`config.mk`:
```
export PLATFORM = sky130hd
export DESIGN_NAME = bp_table_ctrl_flat
export DESIGN_NICKNAME = d
export VERILOG_FILES = /design/src/rtl/bp_pkg.sv /design/src/rtl/bp_table_ctrl_if.sv /design/src/rtl/bp_sat_cnt.sv /design/src/rtl/bp_table_ctrl.sv /design/src/flat_wrapper.sv
export SDC_FILE = /design/constraint.sdc
export NUM_CORES = 1
export LEC_CHECK = 0
export ABC_AREA = 1
export CORE_UTILIZATION = 43
export DETAILED_ROUTE_END_ITERATION = 12
export PLACE_DENSITY = 0.79
export SLEW_MARGIN = 40
export SYNTH_ARGS = -nofsm -noshare
export SYNTH_HDL_FRONTEND = slang
export SYNTH_SLANG_ARGS = --single-unit
export TNS_END_PERCENT = 10
```
`constraint.sdc`:
```
create_clock -name i_clk -period 5.7 [get_ports i_clk]
set_input_delay 0.855 -clock i_clk [delete_from_list [all_inputs] [get_ports i_clk]]
set_output_delay 0.855 -clock i_clk [all_outputs]
set_load 0.02 [all_outputs]
```
`src/rtl/bp_pkg.sv`:
```
// Shared types and default widths for the gshare predictor table controller.
//   ctrl_state_e : controller FSM states (table clear sweep, normal run, drain)
//   cnt_e        : 2-bit saturating direction counter encoding
//   btb_entry_t  : BTB entry layout {valid, tag, target[31:2]} at default widths
package bp_pkg;

    localparam int BTB_IDX_W_DEF = 10;
    localparam int PHT_IDX_W_DEF = 8;
    localparam int TAG_W_DEF     = 20;

    typedef enum logic [1:0] {
        CLEAR = 2'd0,
        RUN   = 2'd1,
        DRAIN = 2'd2
    } ctrl_state_e;

    typedef enum logic [1:0] {
        SNT = 2'd0,
        WNT = 2'd1,
        WT  = 2'd2,
        ST  = 2'd3
    } cnt_e;

    typedef struct packed {
        logic                 valid;
        logic [TAG_W_DEF-1:0] tag;
        logic [29:0]          target;
    } btb_entry_t;

endpackage

```
`src/rtl/bp_table_ctrl_if.sv`:
```
// Update / table-port bundle between the EX-stage resolver, the predictor
// tables and the table controller.
//   i_upd_*       : resolved branch update from EX
//   o_pht_raddr   : PHT async-read address, i_pht_rdata returns the counter
//   o_pht_w*      : PHT write port
//   o_btb_w*      : BTB write port, data = {valid, tag, target[31:2]}
// master = controller side, slave = environment (EX stage + tables).
interface bp_table_ctrl_if
    import bp_pkg::*;
#(
    parameter int BTB_IDX_W = BTB_IDX_W_DEF,
    parameter int PHT_IDX_W = PHT_IDX_W_DEF,
    parameter int TAG_W     = TAG_W_DEF
);
    logic                 i_upd_valid;
    logic [31:0]          i_upd_pc;
    logic                 i_upd_taken;
    logic [31:0]          i_upd_target;
    logic [PHT_IDX_W-1:0] i_upd_pattern;

    logic [PHT_IDX_W-1:0] o_pht_raddr;
    logic [1:0]           i_pht_rdata;

    logic                 o_pht_we;
    logic [PHT_IDX_W-1:0] o_pht_waddr;
    logic [1:0]           o_pht_wdata;

    logic                 o_btb_we;
    logic [BTB_IDX_W-1:0] o_btb_waddr;
    logic [TAG_W+30:0]    o_btb_wdata;

    modport master (
        input  i_upd_valid, i_upd_pc, i_upd_taken, i_upd_target, i_upd_pattern,
        input  i_pht_rdata,
        output o_pht_raddr,
        output o_pht_we, o_pht_waddr, o_pht_wdata,
        output o_btb_we, o_btb_waddr, o_btb_wdata
    );

    modport slave (
        output i_upd_valid, i_upd_pc, i_upd_taken, i_upd_target, i_upd_pattern,
        output i_pht_rdata,
        input  o_pht_raddr,
        input  o_pht_we, o_pht_waddr, o_pht_wdata,
        input  o_btb_we, o_btb_waddr, o_btb_wdata
    );

endinterface

```
`src/rtl/bp_sat_cnt.sv`:
```
// Combinational 2-bit saturating counter step.
//   i_cnt   : current counter
//   i_taken : resolved direction
//   o_next  : taken -> min(ST, cnt+1), not taken -> max(SNT, cnt-1)
module bp_sat_cnt
    import bp_pkg::*;
(
    input  logic [1:0] i_cnt,
    input  logic       i_taken,
    output logic [1:0] o_next
);

    always_comb begin
        o_next = i_cnt;
        if (i_taken) begin
            if (i_cnt != ST) begin
                o_next = i_cnt + 2'd1;
            end
        end else if (i_cnt != SNT) begin
            o_next = i_cnt - 2'd1;
        end
    end

endmodule

```
`src/rtl/bp_table_ctrl.sv`:
```
// Single-writer controller for the gshare BTB/PHT tables.
//   i_clk, i_rst    : clock, synchronous active-high reset
//   i_flush_req     : request a full table clear
//   bus (master)    : EX update in, PHT read port, PHT and BTB write ports
//   o_ghr_clr       : pulse in the first cycle of every clear sweep
//   o_pred_en       : tables valid, predictor may predict taken
//   o_clr_done      : pulse in the cycle the last BTB entry is cleared
//   o_upd_dropped   : pulse when an update arrives outside RUN
// The clear sweep owns both write ports; otherwise the S2 stage of the
// PHT read-modify-write pipeline owns them.
module bp_table_ctrl
    import bp_pkg::*;
#(
    parameter int BTB_IDX_W = BTB_IDX_W_DEF,
    parameter int PHT_IDX_W = PHT_IDX_W_DEF,
    parameter int TAG_W     = TAG_W_DEF
)(
    input  logic             i_clk,
    input  logic             i_rst,
    input  logic             i_flush_req,
    bp_table_ctrl_if.master  bus,
    output logic             o_ghr_clr,
    output logic             o_pred_en,
    output logic             o_clr_done,
    output logic             o_upd_dropped
);

    // One spare bit so the PHT range compare works when both tables are equal size.
    localparam int                 SWEEP_W    = BTB_IDX_W + 1;
    localparam logic [SWEEP_W-1:0] SWEEP_LAST = SWEEP_W'((1 << BTB_IDX_W) - 1);
    localparam logic [SWEEP_W-1:0] PHT_DEPTH  = SWEEP_W'(1 << PHT_IDX_W);

    ctrl_state_e          state_reg, state_next;
    logic [SWEEP_W-1:0]   idx_reg, idx_next;

    logic                 s2_valid_reg;
    logic [PHT_IDX_W-1:0] s2_pattern_reg;
    logic                 s2_taken_reg;
    logic [1:0]           s2_cnt_reg;
    logic [BTB_IDX_W-1:0] s2_btb_idx_reg;
    logic [TAG_W-1:0]     s2_tag_reg;
    logic [29:0]          s2_target_reg;

    logic [1:0]           s2_next_cnt;
    logic [1:0]           s1_cnt;
    logic                 in_clear, in_run, sweep_last, upd_accept;
    logic                 unused_addr_bits;

    assign unused_addr_bits = ^{bus.i_upd_pc[1:0], bus.i_upd_target[1:0]};

    bp_sat_cnt u_sat_cnt (
        .i_cnt   (s2_cnt_reg),
        .i_taken (s2_taken_reg),
        .o_next  (s2_next_cnt)
    );

    assign in_clear   = (state_reg == CLEAR);
    assign in_run     = (state_reg == RUN);
    assign sweep_last = in_clear && (idx_reg == SWEEP_LAST);
    // An update in the same cycle as an accepted flush would land in a table
    // about to be wiped, so it is dropped too.
    assign upd_accept = bus.i_upd_valid && in_run && !i_flush_req;

    assign o_upd_dropped = bus.i_upd_valid && !upd_accept;
    assign o_pred_en     = in_run;
    assign o_ghr_clr     = in_clear && (idx_reg == '0);
    assign o_clr_done    = sweep_last && !i_flush_req;

    assign bus.o_pht_raddr = in_run ? bus.i_upd_pattern : '0;

    // The table read is stale when S2 is writing the same entry this cycle.
    assign s1_cnt = (s2_valid_reg && (s2_pattern_reg == bus.i_upd_pattern))
                    ? s2_next_cnt : bus.i_pht_rdata;

    always_comb begin
        state_next = state_reg;
        idx_next   = idx_reg;
        unique case (state_reg)
            CLEAR: begin
                if (i_flush_req) begin
                    idx_next = '0;
                end else if (sweep_last) begin
                    state_next = RUN;
                    idx_next   = '0;
                end else begin
                    idx_next = idx_reg + SWEEP_W'(1);
                end
            end
            RUN: begin
                if (i_flush_req) begin
                    state_next = s2_valid_reg ? DRAIN : CLEAR;
                    idx_next   = '0;
                end
            end
            DRAIN: begin
                state_next = CLEAR;
                idx_next   = '0;
            end
            default: begin
                state_next = CLEAR;
                idx_next   = '0;
            end
        endcase
    end

    always_comb begin
        bus.o_pht_we    = 1'b0;
        bus.o_pht_waddr = '0;
        bus.o_pht_wdata = '0;
        bus.o_btb_we    = 1'b0;
        bus.o_btb_waddr = '0;
        bus.o_btb_wdata = '0;
        if (in_clear) begin
            bus.o_btb_we    = 1'b1;
            bus.o_btb_waddr = idx_reg[BTB_IDX_W-1:0];
            bus.o_pht_we    = (idx_reg < PHT_DEPTH);
            bus.o_pht_waddr = idx_reg[PHT_IDX_W-1:0];
            bus.o_pht_wdata = SNT;
        end else if (s2_valid_reg) begin
            bus.o_pht_we    = 1'b1;
            bus.o_pht_waddr = s2_pattern_reg;
            bus.o_pht_wdata = s2_next_cnt;
            bus.o_btb_we    = s2_taken_reg;
            if (s2_taken_reg) begin
                bus.o_btb_waddr = s2_btb_idx_reg;
                bus.o_btb_wdata = {1'b1, s2_tag_reg, s2_target_reg};
            end
        end
    end

    always_ff @(posedge i_clk) begin
        if (i_rst) begin
            state_reg    <= CLEAR;
            idx_reg      <= '0;
            s2_valid_reg <= 1'b0;
        end else begin
            state_reg    <= state_next;
            idx_reg      <= idx_next;
            s2_valid_reg <= upd_accept;
        end
    end

    // Payload needs no reset: it is only observed while s2_valid_reg is set.
    always_ff @(posedge i_clk) begin
        if (upd_accept) begin
            s2_pattern_reg <= bus.i_upd_pattern;
            s2_taken_reg   <= bus.i_upd_taken;
            s2_cnt_reg     <= s1_cnt;
            s2_btb_idx_reg <= bus.i_upd_pc[BTB_IDX_W+1:2];
            s2_tag_reg     <= bus.i_upd_pc[31:32-TAG_W];
            s2_target_reg  <= bus.i_upd_target[31:2];
        end
    end

endmodule

```
`src/flat_wrapper.sv`:
```
// flat-port wrapper written by rule: the top's interface ports become plain ports
module bp_table_ctrl_flat import bp_pkg::*;
#(
    parameter int BTB_IDX_W = BTB_IDX_W_DEF,
    parameter int PHT_IDX_W = PHT_IDX_W_DEF,
    parameter int TAG_W     = TAG_W_DEF
)
  (i_clk, i_rst, i_flush_req, o_ghr_clr, o_pred_en, o_clr_done, o_upd_dropped, bus_i_upd_valid, bus_i_upd_pc, bus_i_upd_taken, bus_i_upd_target, bus_i_upd_pattern, bus_i_pht_rdata, bus_o_pht_raddr, bus_o_pht_we, bus_o_pht_waddr, bus_o_pht_wdata, bus_o_btb_we, bus_o_btb_waddr, bus_o_btb_wdata);
  bp_table_ctrl_if #(.BTB_IDX_W(BTB_IDX_W), .PHT_IDX_W(PHT_IDX_W), .TAG_W(TAG_W)) bus_i ();
  input  logic i_clk;
  input  logic i_rst;
  input  logic i_flush_req;
  output logic o_ghr_clr;
  output logic o_pred_en;
  output logic o_clr_done;
  output logic o_upd_dropped;
  input wire logic [$bits(bus_i.i_upd_valid)-1:0] bus_i_upd_valid;
  input wire logic [$bits(bus_i.i_upd_pc)-1:0] bus_i_upd_pc;
  input wire logic [$bits(bus_i.i_upd_taken)-1:0] bus_i_upd_taken;
  input wire logic [$bits(bus_i.i_upd_target)-1:0] bus_i_upd_target;
  input wire logic [$bits(bus_i.i_upd_pattern)-1:0] bus_i_upd_pattern;
  input wire logic [$bits(bus_i.i_pht_rdata)-1:0] bus_i_pht_rdata;
  output wire logic [$bits(bus_i.o_pht_raddr)-1:0] bus_o_pht_raddr;
  output wire logic [$bits(bus_i.o_pht_we)-1:0] bus_o_pht_we;
  output wire logic [$bits(bus_i.o_pht_waddr)-1:0] bus_o_pht_waddr;
  output wire logic [$bits(bus_i.o_pht_wdata)-1:0] bus_o_pht_wdata;
  output wire logic [$bits(bus_i.o_btb_we)-1:0] bus_o_btb_we;
  output wire logic [$bits(bus_i.o_btb_waddr)-1:0] bus_o_btb_waddr;
  output wire logic [$bits(bus_i.o_btb_wdata)-1:0] bus_o_btb_wdata;
  assign bus_i.i_upd_valid = bus_i_upd_valid;
  assign bus_i.i_upd_pc = bus_i_upd_pc;
  assign bus_i.i_upd_taken = bus_i_upd_taken;
  assign bus_i.i_upd_target = bus_i_upd_target;
  assign bus_i.i_upd_pattern = bus_i_upd_pattern;
  assign bus_i.i_pht_rdata = bus_i_pht_rdata;
  assign bus_o_pht_raddr = bus_i.o_pht_raddr;
  assign bus_o_pht_we = bus_i.o_pht_we;
  assign bus_o_pht_waddr = bus_i.o_pht_waddr;
  assign bus_o_pht_wdata = bus_i.o_pht_wdata;
  assign bus_o_btb_we = bus_i.o_btb_we;
  assign bus_o_btb_waddr = bus_i.o_btb_waddr;
  assign bus_o_btb_wdata = bus_i.o_btb_wdata;
  bp_table_ctrl #(.BTB_IDX_W(BTB_IDX_W), .PHT_IDX_W(PHT_IDX_W), .TAG_W(TAG_W)) u_core (.i_clk(i_clk), .i_rst(i_rst), .i_flush_req(i_flush_req), .bus(bus_i), .o_ghr_clr(o_ghr_clr), .o_pred_en(o_pred_en), .o_clr_done(o_clr_done), .o_upd_dropped(o_upd_dropped));
endmodule
```
==> flow_summary_export.csv, run 1 <==
group,metric,value,unit
logic_synthesis,synth_seq_cells,85,
timing,period_share,56.4,%
logic_synthesis,netlist_area,0.00382,mm^2
cts,cts_resized,0,
global_route,track_usage,21.7,%
final_layout,utilization,66.4,%
logic_synthesis,synthArstFlopShare,0,%
critical_path,path_cells,"clkdlybuf4s50_1 > inv_1 > nand2_4 > nand2_1 > inv_1 > clkdlybuf4s50_1",
critical_path,r2r_slack,3.80,ns
power_and_ir_drop,power_switching,0.246,mW
cts,clk_pin_slew,0.08,ns
timing,slew_headroom,62.7,%
power_and_ir_drop,power.leakage,2.37,nW
cts,cts_buffers,9,
place,place.gp.congestion,0.881,
min_path,hp-start,"u_core.idx_reg[1]",
cts,cts.path.max_buffers,2,
place,portBuffers,159,
critical_path,reg2reg_depth,6,
logic_synthesis,syn-num-nets,490,
global_route,antenna_found_initial,0,
global_route,overflow,0,
critical_path,crit_type,"in2out",
logic_synthesis,ys_types,25,
floorplanning,core_area,0.00868,mm^2
drt,routedWlPerCell,14.6,um
power_and_ir_drop,p_int,1.02,mW
floorplanning,start_util,44.0,%
cts,clkSinkCount,85,
final_layout,largest_register_ffs,30,
final_layout,fin_nets,653,
timing,clock_skew,0.00899,ns
final_layout,num_antenna_cells,0,
floorplanning,rows,34,
logic_synthesis,netlist_top_cells_count,"inv_1, nor2_1, edfxtp_1, nand2_1, o21ai_0",
floorplanning,die_h,96.3,um
logic_synthesis,ys_warn_count,0,
timing,setup_viol,0,
global_route,grt_pass1_vias,2975,
global_route,grt_pass1_wl,14.7,mm
timing,timing_hold_violations_final,0,
power_and_ir_drop,pwr-share-seq,53.1,%
drt,final_antenna_net_count,0,
logic_synthesis,synth_top_area_share,55.8,%
timing,rsz0062_at_grt,"false",
floorplanning,die_w,96.3,um
drt,drt_wl_total,10.0,mm
critical_path,slowest_stage,"clkdlybuf4s50_1",
drt,vias_per_cell,4.72,
final_layout,layout-drive-gt1-share,4.85,%
place,dp.final_hpwl,7.36,mm
timing,period_needed,3.22,ns
logic_synthesis,synth.area.top_cells,"edfxtp_1, inv_1, nor2_1",
cts,clk_latency,0.35,ns
power_and_ir_drop,irDropWorstVdd,0.136,mV
floorplanning,ios,164,
timing,setup_tns,0,ns
critical_path,cp-start-kind,"input pin",
logic_synthesis,synth_top_flop_cell,"edfxtp_1",
cts,cts_max_level,3,
drt,remaining_drc_errors,0,
power_and_ir_drop,p_sw_share,19.4,%
cts,cts_tree,"done",
cts,cts_root_buffer,"clkbuf_8",
critical_path,r2r-end,"u_core.s2_tag_reg[7]",
logic_synthesis,ys_seq_area_share,63.2,%
run_status,outcome,"finished clean",
min_path,whs_path_depth,2,
drt,route.vias.total,3236,
logic_synthesis,synth_edf_count,71,
power_and_ir_drop,p_comb_share,6.4,%
logic_synthesis,synthCells,409,
drt,drtIter0Drc,180,
critical_path,cp_max_fo,14,
drt,drt_pre_antenna_iters,5,
power_and_ir_drop,powerDensity,220,mW/mm^2
floorplanning,dieArea,0.00926,mm^2
global_route,grt_max_degree,52,
min_path,hold_class,"reg2reg",
cts,cts_setup_buffers,0,
logic_synthesis,synth_top_area_cell,"edfxtp_1",
job,drv_cap,0,
critical_path,cp-end-kind,"output port",
final_layout,syn2layout_area_growth,50.9,%
logic_synthesis,synth_most_common_cell,"inv_1",
critical_path,cp.arrival,2.36,ns
logic_synthesis,postSynthAreaPerCell,9.34,um^2
timing,tightest_slew,0.559,ns
critical_path,max_stage_delay,0.59,ns
timing,drv_slew,0,
cts,cts-hold-fix-buffers,0,
timing,fmax,0.311,GHz
min_path,hold_end,"u_core.idx_reg[1]",
power_and_ir_drop,power_frac_clock,40.5,%
critical_path,cp.required,4.85,ns
critical_path,r2r_start,"u_core.state_reg[0]",
critical path: cells and delay by family:
kind	cells	cell delay [ns]
and+or+nand+nor	2	0.25
buffers and inverters	4	1.25
layer usage:
metal	share of wire (%)	GRT usage, %	wire length, um	up-vias
met2	48	36.6	4830	158
met5	0	0	0	-
met4	1.3	9.20	128	0
li1	-	-	-	1596
met3	9.9	6.95	992	12
met1	41	25.2	4080	1470
how the worst max path moves through the flow:
stage	from	end	slack, ns	cells after the start
floorplan	i_flush_req	u_core.s2_btb_idx_reg[0]	1.03	4
global placement	i_flush_req	o_upd_dropped	2.52	6
detailed placement	i_flush_req	o_upd_dropped	2.50	6
CTS	u_core.state_reg[1]	bus_o_btb_waddr[4]	2.45	7
global route	u_core.state_reg[1]	bus_o_btb_waddr[6]	2.31	7
finish	i_flush_req	o_upd_dropped	2.48	6
final cells by class:
class,instances,area (um^2)
Sequential cell,85,2410
Clock inverter,5,108
Tap cell,108,135
Clock buffer,11,131
Inverter,97,364
Multi-Input combinational cell,218,996
Timing Repair Buffer,161,1620
Fill cell,684,2910
power by group through the flow:
stage,logic (mW),clock network [mW],registers [mW]
after floorplan,0.0173,0,0.687
after global placement,0.0772,0,0.687
after detailed placement,0.0796,0,0.687
after CTS,0.0806,0.520,0.672
after global routing,0.0870,0.545,0.673
final,0.0806,0.513,0.672
cell families after synthesis:
logic type / count (synthesis) / synth area share, %
buffers and inverters: 106 / 11.1
adder cells (fa/ha/maj): 2 / 0.655
flip-flops: 85 / 63.2
AO/OA/AOI/OAI: 32 / 4.49
XOR/XNOR: 4 / 0.917
AND/OR/NAND/NOR: 180 / 19.7
metrics by stage:
stage / instances / power (mW) / area (um^2) / hold WS (ns) / worst slack (ns)
after global routing: 685 / 1.30 / 5770 / 0.558 / 2.31
after floorplan: 409 / 0.704 / 3820 / 0.467 / 1.03
after CTS: 685 / 1.27 / 5770 / 0.510 / 2.45
final: 685 / 1.27 / 5770 / 0.520 / 2.48
after detailed placement: 669 / 0.766 / 5530 / 0.497 / 2.50
after global placement: 668 / 0.764 / 5500 / 0.493 / 2.52
placed cells by master, fill, tap and decap left out:
cell type	synthesis	final
nand2_2	2	1
nor2_2	2	2
clkinv_1	2	2
clkbuf_8	0	9
buf_4	1	1
nand2_4	2	3
nand3_1	11	11
nand4_1	4	4
o211ai_1	1	1
inv_6	0	1
o22ai_1	7	7
nor4_1	1	1
clkdlybuf4s50_1	0	159
o21ai_0	18	18
nand2_1	70	70
ha_1	2	2
inv_2	2	2
nor2_4	3	4
dfxtp_1	14	14
clkbuf_1	0	2
a21oi_1	5	5
xor2_1	4	4
bufinv_16	0	3
nor3_1	2	2
edfxtp_1	71	71
clkinv_4	0	1
o21ai_1	1	1
buf_12	0	1
nor2_1	83	82
inv_1	93	93
(Power assumes the default switching activity.)
==> run 2: changes to the inputs <==
CORE_UTILIZATION = 38   (was 43)
PLACE_DENSITY = 0.74   (was 0.79)
clock period = 2.7 ns   (was 5.7 ns; I/O delays follow)
==> flow_summary_export.csv, run 2 (synthesis gave the netlist of run 1 again) <==
group,metric,value,unit
cts,cts_resized,0,
global_route,overflow,0,
final_layout,num-fill-cells,836,
global_route,grt_pass1_vias,2959,
power_and_ir_drop,irDropWorstVdd,0.292,mV
floorplanning,die_h,102,um
cts,cts_setup_buffers,0,
final_layout,layout_common_cells,"clkdlybuf4s50_1, inv_1, nor2_1, edfxtp_1, nand2_1",
critical_path,r2r_start,"u_core.state_reg[0]",
final_layout,utilization,59.3,%
power_and_ir_drop,power.leakage,2.37,nW
final_layout,largest_register_ffs,30,
final_layout,layout-drive-gt1-share,5.19,%
floorplanning,die_w,102,um
global_route,track_usage,18.4,%
drt,route.vias.total,3185,
cts,cts_max_level,3,
timing,setup_viol,0,
run_status,outcome,"finished clean",
cts,cts_buffers,9,
critical_path,cp-start-kind,"flop",
min_path,hold_class,"reg2reg",
power_and_ir_drop,total_power,2.67,mW
timing,period_needed,2.60,ns
drt,remaining_drc_errors,0,
timing,timing_hold_violations_final,0,
final_layout,num_antenna_cells,0,
job,drv_cap,0,
place,dpl.cell_count,695,
floorplanning,rows,36,
cts,cts_tree,"done",
final_layout,finalNonFillerCells,711,
place,dp.final_hpwl,7.18,mm
floorplanning,dieArea,0.0105,mm^2
critical_path,cp-end-kind,"output port",
drt,drt_pre_antenna_iters,4,
timing,clock_skew,0.00996,ns
critical_path,startpoint,"u_core.state_reg[1]",
floorplanning,ios,164,
drt,drt_wl_total,9.70,mm
drt,vias_per_cell,4.48,
floorplanning,core_area,0.00977,mm^2
critical_path,crit_type,"reg2out",
power_and_ir_drop,powerDensity,460,mW/mm^2
drt,routedWlPerCell,13.6,um
drt,drtIter0Drc,72,
final_layout,layout_commonest_cell,"clkdlybuf4s50_1",
floorplanning,start_util,39.1,%
timing,tightest_slew,0.541,ns
critical_path,r2r_slack,1.12,ns
global_route,antenna_found_initial,0,
critical_path,crit_top_cell,"nor2_4",
cts,clkSinkCount,85,
timing,layout_setup_ws,0.0984,ns
place,place.gp.congestion,0.874,
drt,final_antenna_net_count,0,
timing,fmax,0.384,GHz
final_layout,syn2layout_area_growth,51.8,%
timing,setup_tns,0,ns
critical_path,path_cells,"nor2_4 > nor2_4 > clkinv_1 > o22ai_1 > clkdlybuf4s50_1",
cts,cts-hold-fix-buffers,0,
cts,clk_pin_slew,0.09,ns
timing,drv_slew,0,
critical_path,max_stage_delay,0.66,ns
cts,clk_latency,0.35,ns
cts,cts.path.max_buffers,2,
critical_path,crit_end,"bus_o_pht_waddr[4]",
timing,period_share,96.4,%
final_layout,fin_nets,654,
cts,cts_root_buffer,"clkbuf_8",
place,portBuffers,159,
global_route,grt_pass1_wl,14.3,mm
critical_path,cp.required,2.30,ns
critical_path,reg2reg_depth,5,
critical_path,cp_max_fo,10,
timing,rsz0062_at_grt,"false",
critical_path,cp.arrival,2.20,ns
timing,slew_headroom,63.9,%
place,pre_cts_slack,0.434,ns
critical_path,slowest_stage,"clkdlybuf4s50_1",
global_route,grt_max_degree,51,
critical_path,r2r-end,"u_core.s2_target_reg[9]",
[run 2: area by class of cell]
| cell class | count | area, um^2 | share of cell area [%] |
|---|---|---|---|
| Sequential cell | 85 | 2410 | 41.6 |
| Timing Repair Buffer | 162 | 1630 | 28.0 |
| Multi-Input combinational cell | 218 | 991 | 17.1 |
| Inverter | 97 | 364 | 6.28 |
| Tap cell | 133 | 166 | 2.87 |
| Clock buffer | 10 | 128 | 2.20 |
| Clock inverter | 6 | 111 | 1.92 |
[run 2: stage by stage]
stage	instance area (um^2)	hold slack [ns]
2_1_floorplan	3830	0.467
3_3_place_gp	5560	0.496
3_5_place_dp	5560	0.496
4_1_cts	5800	0.510
5_1_grt	5800	0.525
6_report	5800	0.514
[run 2: report_power, final]
group	leakage, nW	internal, mW	switching [mW]
Sequential	0.751	1.42	0.00148
Combinational	1.50	0.115	0.0534
Clock	0.116	0.615	0.466
[run 2: worst min path at each step]
stage                      start                 to  depth (start not counted)  slack [ns]
2_1_floorplan  u_core.idx_reg[1]  u_core.idx_reg[1]                          2        0.47
3_3_place_gp   u_core.idx_reg[1]  u_core.idx_reg[1]                          2        0.50
3_5_place_dp   u_core.idx_reg[1]  u_core.idx_reg[1]                          2        0.50
4_1_cts        u_core.idx_reg[1]  u_core.idx_reg[1]                          2        0.51
5_1_grt        u_core.idx_reg[1]  u_core.idx_reg[1]                          2        0.53
6_report       u_core.idx_reg[1]  u_core.idx_reg[1]                          2        0.51
[run 2: layer usage]
metal	vias to the layer above	global-route usage, %	part of all wire [%]
met3	11	4.24	7.7
met5	-	0	0
met4	0	7.69	1.5
li1	1593	-	-
met1	1444	22.7	43
met2	137	31.0	48
[run 2: worst max-delay path: cells and delay by family, from the launching register on]
family,cells,cell delay [ns]
AO/OA/AOI/OAI,1,0.29
buffers and inverters,2,0.93
flip-flops,1,0.43
AND/OR/NAND/NOR,2,0.19
